**src/rtl/sprite_dma_if.sv**
```systemverilog
// Work-RAM read bus and sprite RAM write port shared by the sprite DMA and its neighbours.
// master: the DMA side. slave: the work-RAM arbiter and sprite RAM side.
interface sprite_dma_if;
  logic        src_req;
  logic        src_gnt;
  logic [15:0] src_addr;
  logic [7:0]  src_data;
  logic [6:0]  spriteram_wr_addr;
  logic        spriteram_wr;
  logic [7:0]  spriteram_data_in;

  modport master (
    output src_req,
    output src_addr,
    output spriteram_wr_addr,
    output spriteram_wr,
    output spriteram_data_in,
    input  src_gnt,
    input  src_data
  );

  modport slave (
    input  src_req,
    input  src_addr,
    input  spriteram_wr_addr,
    input  spriteram_wr,
    input  spriteram_data_in,
    output src_gnt,
    output src_data
  );
endinterface

```
**src/rtl/sprite_dma.sv**
```systemverilog
// Sprite attribute DMA: copies the 128-byte sprite table from a work-RAM page into sprite RAM
// during vertical blank, counts enabled sprites and reports completion/abort status.
module sprite_dma #(
  parameter int unsigned SPR_COUNT = 32,
  parameter int unsigned SPR_BYTES = 4
) (
  input  logic              clk,
  input  logic              reset,
  input  logic              vblank,
  input  logic              ctrl_wr,
  input  logic [7:0]        ctrl_data,
  sprite_dma_if.master      bus,
  output logic              busy,
  output logic              done,
  output logic              abort_err,
  output logic [5:0]        spr_enabled_cnt
);

  localparam int unsigned XFER_LEN = SPR_COUNT * SPR_BYTES;
  localparam logic [6:0]  LastIdx  = 7'(XFER_LEN - 1);

  typedef enum logic [2:0] {StIdle, StArmed, StReq, StCopy, StDrain, StDone} state_e;

  state_e     state_q, state_d;
  logic [7:0] page_q, page_d;
  logic       armed_q, armed_d;
  logic       done_q, done_d;
  logic       abort_q, abort_d;
  logic [5:0] cnt_q, cnt_d;
  logic [5:0] acc_q, acc_d;
  logic [6:0] idx_q, idx_d;
  logic       wr_valid_q, wr_valid_d;
  logic [6:0] wr_addr_q, wr_addr_d;
  logic       vblank_q;

  logic vblank_rise;
  logic xfer_active;
  logic wr_is_enable;

  assign vblank_rise  = vblank & ~vblank_q;
  assign xfer_active  = (state_q == StReq) || (state_q == StCopy) || (state_q == StDrain);
  // Byte 0 of each entry carries the enable flag in bit 7.
  assign wr_is_enable = wr_valid_q && (wr_addr_q[1:0] == 2'b00) && bus.src_data[7];

  // State and datapath registers with synchronous reset.
  always_ff @(posedge clk) begin
    if (reset) begin
      state_q    <= StIdle;
      page_q     <= 8'h00;
      armed_q    <= 1'b0;
      done_q     <= 1'b0;
      abort_q    <= 1'b0;
      cnt_q      <= 6'd0;
      acc_q      <= 6'd0;
      idx_q      <= 7'd0;
      wr_valid_q <= 1'b0;
      wr_addr_q  <= 7'd0;
      vblank_q   <= 1'b0;
    end else begin
      state_q    <= state_d;
      page_q     <= page_d;
      armed_q    <= armed_d;
      done_q     <= done_d;
      abort_q    <= abort_d;
      cnt_q      <= cnt_d;
      acc_q      <= acc_d;
      idx_q      <= idx_d;
      wr_valid_q <= wr_valid_d;
      wr_addr_q  <= wr_addr_d;
      vblank_q   <= vblank;
    end
  end

  // Next-state logic: arming, vblank-gated request, copy pipeline and abort handling.
  always_comb begin
    state_d    = state_q;
    page_d     = page_q;
    armed_d    = armed_q;
    done_d     = done_q;
    abort_d    = abort_q;
    cnt_d      = cnt_q;
    acc_d      = acc_q + {5'd0, wr_is_enable};
    idx_d      = idx_q;
    wr_valid_d = 1'b0;
    wr_addr_d  = wr_addr_q;

    unique case (state_q)
      StIdle: begin
        if (ctrl_wr) begin
          page_d  = ctrl_data;
          armed_d = 1'b1;
          done_d  = 1'b0;
          abort_d = 1'b0;
          state_d = StArmed;
        end
      end
      StArmed: begin
        if (ctrl_wr) page_d = ctrl_data;
        // Only a fresh rising edge starts a copy, never the middle of a blank.
        if (vblank_rise) state_d = StReq;
      end
      StReq: begin
        if (!vblank) begin
          abort_d = 1'b1;
          state_d = StArmed;
        end else if (bus.src_gnt) begin
          idx_d   = 7'd0;
          acc_d   = 6'd0;
          state_d = StCopy;
        end
      end
      StCopy: begin
        if (!vblank) begin
          // The byte whose read is in flight this cycle is dropped.
          abort_d = 1'b1;
          state_d = StArmed;
        end else begin
          wr_valid_d = 1'b1;
          wr_addr_d  = idx_q;
          idx_d      = idx_q + 7'd1;
          if (idx_q == LastIdx) state_d = StDrain;
        end
      end
      StDrain: begin
        if (!vblank) begin
          abort_d = 1'b1;
          state_d = StArmed;
        end else begin
          state_d = StDone;
        end
      end
      StDone: begin
        cnt_d   = acc_q;
        done_d  = 1'b1;
        abort_d = 1'b0;
        armed_d = 1'b0;
        state_d = StIdle;
        // A strobe landing here re-arms immediately; the completed flag stays visible.
        if (ctrl_wr) begin
          page_d  = ctrl_data;
          armed_d = 1'b1;
          state_d = StArmed;
        end
      end
      default: state_d = StIdle;
    endcase
  end

  // Bus and status outputs; data/address are forced to zero when not in use.
  always_comb begin
    bus.src_req           = xfer_active;
    bus.src_addr          = (state_q == StCopy) ? ({page_q, 8'h00} + {9'd0, idx_q}) : 16'h0000;
    bus.spriteram_wr      = wr_valid_q;
    bus.spriteram_wr_addr = wr_valid_q ? wr_addr_q : 7'd0;
    bus.spriteram_data_in = wr_valid_q ? bus.src_data : 8'h00;
    busy                  = armed_q | xfer_active;
    done                  = done_q;
    abort_err             = abort_q;
    spr_enabled_cnt       = cnt_q;
  end

endmodule

```
**src/flat_wrapper.sv**
```systemverilog
// flat-port wrapper written by rule: the top's interface ports become plain ports
module sprite_dma_flat 
#(
  parameter int unsigned SPR_COUNT = 32,
  parameter int unsigned SPR_BYTES = 4
)
  (clk, reset, vblank, ctrl_wr, ctrl_data, busy, done, abort_err, spr_enabled_cnt, bus_src_req, bus_src_addr, bus_spriteram_wr_addr, bus_spriteram_wr, bus_spriteram_data_in, bus_src_gnt, bus_src_data);
  sprite_dma_if bus_i ();
  input  logic clk;
  input  logic reset;
  input  logic vblank;
  input  logic ctrl_wr;
  input  logic [7:0] ctrl_data;
  output logic busy;
  output logic done;
  output logic abort_err;
  output logic [5:0] spr_enabled_cnt;
  output wire logic [$bits(bus_i.src_req)-1:0] bus_src_req;
  output wire logic [$bits(bus_i.src_addr)-1:0] bus_src_addr;
  output wire logic [$bits(bus_i.spriteram_wr_addr)-1:0] bus_spriteram_wr_addr;
  output wire logic [$bits(bus_i.spriteram_wr)-1:0] bus_spriteram_wr;
  output wire logic [$bits(bus_i.spriteram_data_in)-1:0] bus_spriteram_data_in;
  input wire logic [$bits(bus_i.src_gnt)-1:0] bus_src_gnt;
  input wire logic [$bits(bus_i.src_data)-1:0] bus_src_data;
  assign bus_src_req = bus_i.src_req;
  assign bus_src_addr = bus_i.src_addr;
  assign bus_spriteram_wr_addr = bus_i.spriteram_wr_addr;
  assign bus_spriteram_wr = bus_i.spriteram_wr;
  assign bus_spriteram_data_in = bus_i.spriteram_data_in;
  assign bus_i.src_gnt = bus_src_gnt;
  assign bus_i.src_data = bus_src_data;
  sprite_dma #(.SPR_COUNT(SPR_COUNT), .SPR_BYTES(SPR_BYTES)) u_core (.clk(clk), .reset(reset), .vblank(vblank), .ctrl_wr(ctrl_wr), .ctrl_data(ctrl_data), .bus(bus_i), .busy(busy), .done(done), .abort_err(abort_err), .spr_enabled_cnt(spr_enabled_cnt));
endmodule
```
**config.mk**
```make
export PLATFORM = sky130hd
export DESIGN_NAME = sprite_dma_flat
export DESIGN_NICKNAME = d
export VERILOG_FILES = /design/src/rtl/sprite_dma_if.sv /design/src/rtl/sprite_dma.sv /design/src/flat_wrapper.sv
export SDC_FILE = /design/constraint.sdc
export NUM_CORES = 1
export LEC_CHECK = 0
export BUFFER_PORTS_ARGS = -buffer_cell sky130_fd_sc_hd__buf_2
export CAP_MARGIN = 20
export CORE_UTILIZATION = 47
export CTS_BUF_LIST = sky130_fd_sc_hd__clkbuf_2 sky130_fd_sc_hd__clkbuf_4 sky130_fd_sc_hd__clkbuf_8
export CTS_CLUSTER_SIZE = 8
export DETAILED_ROUTE_END_ITERATION = 6
export PLACE_DENSITY = 0.78
export SYNTH_ARGS = -nofsm -noshare
export SYNTH_HDL_FRONTEND = slang
export SYNTH_SLANG_ARGS = --single-unit
```
**constraint.sdc**
```tcl
create_clock -name clk -period 1.3 [get_ports clk]
set_clock_uncertainty 0.05 [all_clocks]
set_input_delay 0.065 -clock clk [delete_from_list [all_inputs] [get_ports clk]]
set_output_delay 0.065 -clock clk [all_outputs]
set_load 0.02 [all_outputs]
```
==> flow_summary_export.csv <==
group,metric,value,unit
critical_path,crit_start,"u_core.state_q[2]$_SDFFE_PP0P_",
timing,fin_crit,1.55,ns
place,gp_congestion,0.832,
floorplanning,start_util,49.1,%
global_route,gr-usage-met1,34.7,%
synthesis,synth_compound_area_share,10.4,%
floorplanning,chipWidth,66.7,um
synthesis,synthCells,231,
pwr,ir_worst_vdd,0.666,mV
floorplanning,core_area,4000,um^2
global_route,use_met2,50.5,%
timing,fin_crit_sh,119,%
critical_path,crit_fanout,8,
critical_path,required,1.50,ns
global_route,grt_pass1_vias,1956,
pwr,p_clk_share,34.4,%
cts,clockBufferDepth,2,
place,dp_slack,-0.149,ns
critical_path,reg2reg_depth,4,
critical_path,crit_path_start_kind,"register",
place,dp_hpwl,3360,um
timing,slew_violations,0,
critical_path,critPathKind,"reg -> reg",
floorplanning,dieHeight,66.7,um
pwr,swShare,27.3,%
timing,hold_viol,0,
detailed_routing,route.detailed.drc,0,
layout,layout-drive-gt1-share,56.3,%
floorplanning,io_pins,63,
synthesis,synth_seq_cells,42,
synthesis,async_reset_ff_share,0,%
synthesis,yosys-mux-area-fraction,7.70,%
detailed_routing,drtAntennaViolNets,0,
timing,final-setup-viol-count,47,
critical_path,cpMaxStageDelayCell,"or3_1",
outcome,violations,"negative setup slack",
timing,whs,0.0909,ns
global_route,busiest_layer,"met2",
synthesis,synth_top_cell_area_share,42.8,%
synthesis,synth_ff_type,"dfxtp_1",
cts,clk_pin_slew,0.09,ns
layout,finalNonFillerCells,389,
global_route,grt_max_degree,17,
synthesis,syn_area,1970,um^2
synthesis,synth_top_family_by_area,"simple AND/OR/NAND/NOR gates",
cts,cts-root-buf,"clkbuf_8",
detailed_routing,drtPass1Iterations,4,
place,port_buffers,61,
timing,grt_setup_unrepaired,"true",
cts,cts_tree,"built",
critical_path,arrival,1.75,ns
timing,final.setup.worst_slack,-0.252,ns
synthesis,synth.avg_cell_area,8.51,um^2
synthesis,synth-xor-area-share,3.56,%
critical_path,path_cells,"buf_6 > nand4b_1 > or3_1 > a21oi_2",
place,placed_cells,356,
synthesis,yosysWarnings,0,
synthesis,synth.area.top_cells,"dfxtp_1 (43%), and2_1 (9.5%), mux2i_1 (7.1%), nor2_1 (6.3%), nand2_1 (3.8%)",
synthesis,synthAdderAreaFrac,1.91,%
layout,final_common_cell,"buf_2",
critical_path,reg2reg_from,"u_core.state_q[2]$_SDFFE_PP0P_",
global_route,track_usage,29.2,%
run,drv_cap,0,
global_route,met3_usage,5.65,%
layout,fillers,198,
critical_path,ff2ff_setup_slack,-0.25,ns
layout,syn_to_final_growth,71.9,%
layout,final_cell_mix,"buf_2 (44), dfxtp_1 (38), buf_4 (29)",
critical_path,endpoint_kind,"register",
pwr,power_frac_seq,48.8,%
critical_path,crit_end,"u_core.idx_q[3]$_SDFFE_PP0P_",
detailed_routing,wl,7220,um
cts,clock-sinks,42,
cts,htree_levels,2,
detailed_routing,dr_total_vias,2155,
pwr,p_switching,752,uW
critical_path,r2r_end,"u_core.idx_q[3]$_SDFFE_PP0P_",
pwr,p_int,2.00,mW
detailed_routing,wl_per_cell,18.6,um
floorplanning,dieArea,4440,um^2
detailed_routing,drtIter0Drc,140,
pwr,power_density,814,nW/um^2
global_route,grt_antenna_before_repair,0,
timing,fmax,644,MHz
global_route,grt_overflow,0,
layout,antenna_cells,0,
layout,final_util,84.5,%
pwr,power.combinational.fraction,16.8,%
synthesis,yosys.area.top_type,"dfxtp_1",
pwr,leakage,1.46,nW
synthesis,synth-edff-count,0,
synthesis,yosysUniqueCellTypes,39,
synthesis,seq_area_frac_synth,42.8,%
cts,cts_buffers,5,
layout,nets,362,
cts,insertion_delay,0.31,ns
global_route,grt_pass1_wl,9500,um
min_path,hold_path_class,"in -> reg",
synthesis,synth-simple-area-share,29.1,%
outcome,status,"finished with violations",
floorplanning,rows,23,
detailed_routing,viasPerCell,5.54,
critical_path,max_stage_delay,0.46,ns
synthesis,syn_nets,255,
[worst max-delay path, delay by kind of cell, from the launching register on]
family	cells	cell delay, ns
buffers and inverters	1	0.17
DFF	1	0.40
AOI/OAI and AO/OA	1	0.15
and+or+nand+nor	2	0.73
[metal layers]
layer | up-vias | wire length (um)
met5 | - | 0
met3 | 32 | 471
met2 | 115 | 3600
met1 | 1026 | 2870
met4 | 0 | 273
li1 | 982 | -
[layout make-up]
cell class                 count  area, um^2  area share, %
clock buffer                   7        90.1           2.67
clock inverter                 1        8.76          0.259
inverter                       6        35.0           1.04
multi-input combinational    171        1430           42.4
sequential                    42         856           25.3
tap                           50        62.6           1.85
timing repair buffer         112         893           26.4
[cells by family (layout without fill, tap and decap cells)]
kind of cell,count (synthesis),count (layout)
adder cells (fa/ha/maj),3,3
multiplexers,15,15
AND/OR/NAND/NOR,112,112
other,1,1
buffers and inverters,18,126
AO/OA/AOI/OAI,32,32
flip-flops,42,42
XOR/XNOR,8,8
[metrics by stage]
step / area [um^2] / setup TNS (ns) / power [mW]
6_report: 3380 / -5.95 / 2.75
5_1_grt: 3380 / -7.66 / 2.84
4_1_cts: 3080 / -4.73 / 2.64
3_5_place_dp: 2580 / -1.20 / 1.66
3_3_place_gp: 2580 / -0.594 / 1.66
2_1_floorplan: 2050 / -0.627 / 1.55
[cell usage after synthesis (2+ instances only)]
| cell type | n |
|---|---|
| mux2i_1 | 14 |
| xor2_1 | 2 |
| buf_2 | 4 |
| a21oi_1 | 13 |
| a211oi_1 | 2 |
| clkbuf_1 | 5 |
| o21ai_0 | 7 |
| inv_1 | 5 |
| nor2_1 | 33 |
| nand2b_1 | 6 |
| nand3_1 | 7 |
| nand2_1 | 20 |
| dfxtp_1 | 42 |
| ha_1 | 3 |
| nor3_1 | 5 |
| xnor2_1 | 6 |
| and2_1 | 30 |
| nor3b_1 | 2 |
| a21o_1 | 2 |
| buf_4 | 3 |
| or3_1 | 2 |
[what timing repair did]
| action | CTS | global route |
|---|---|---|
| setup endpoints to repair | 44 | 56 |
| gates resized for setup | 70 | 69 |
| pin swaps | 12 | 29 |
| gates cloned | 1 | 0 |
| buffers inserted | 12 | 7 |
| hold buffers | 8 | 0 |
| endpoints found under the hold margin | 8 | 0 |
[registers in the layout (all words and copies together) (netlist names)]
signal,cells
u_core.armed_q,1
u_core.idx_q,7
u_core.done,1
u_core.state_q,3
u_core.bus.spriteram_wr,1
u_core.acc_q,6
u_core.wr_addr_q,7
u_core.page_q,8
u_core.spr_enabled_cnt,6
u_core.vblank_q,1
u_core.abort_err,1
[worst min-delay path by stage]
stage / from / end / slack, ns / cells after the start
6_report: vblank / u_core.state_q[2]$_SDFFE_PP0P_ / 0.09 / 3
5_1_grt: vblank / u_core.vblank_q$_SDFF_PP0_ / 0.11 / 3
4_1_cts: bus_src_gnt / u_core.state_q[0]$_SDFFE_PP0P_ / 0.07 / 3
3_5_place_dp: ctrl_data[1] / u_core.page_q[1]$_SDFFE_PP0P_ / 0.26 / 3
3_3_place_gp: ctrl_data[7] / u_core.page_q[7]$_SDFFE_PP0P_ / 0.25 / 3
2_1_floorplan: reset / u_core.abort_err$_SDFFE_PP0P_ / 0.09 / 1
[power by group through the flow]
stage               clock [mW]  sequential [mW]  combinational, mW
floorplan                    0             1.36              0.184
global placement             0             1.36              0.294
detailed placement           0             1.37              0.298
CTS                      0.940             1.33              0.370
global route              1.01             1.35              0.484
finish                   0.946             1.34              0.462
(Power assumes the default switching activity.)
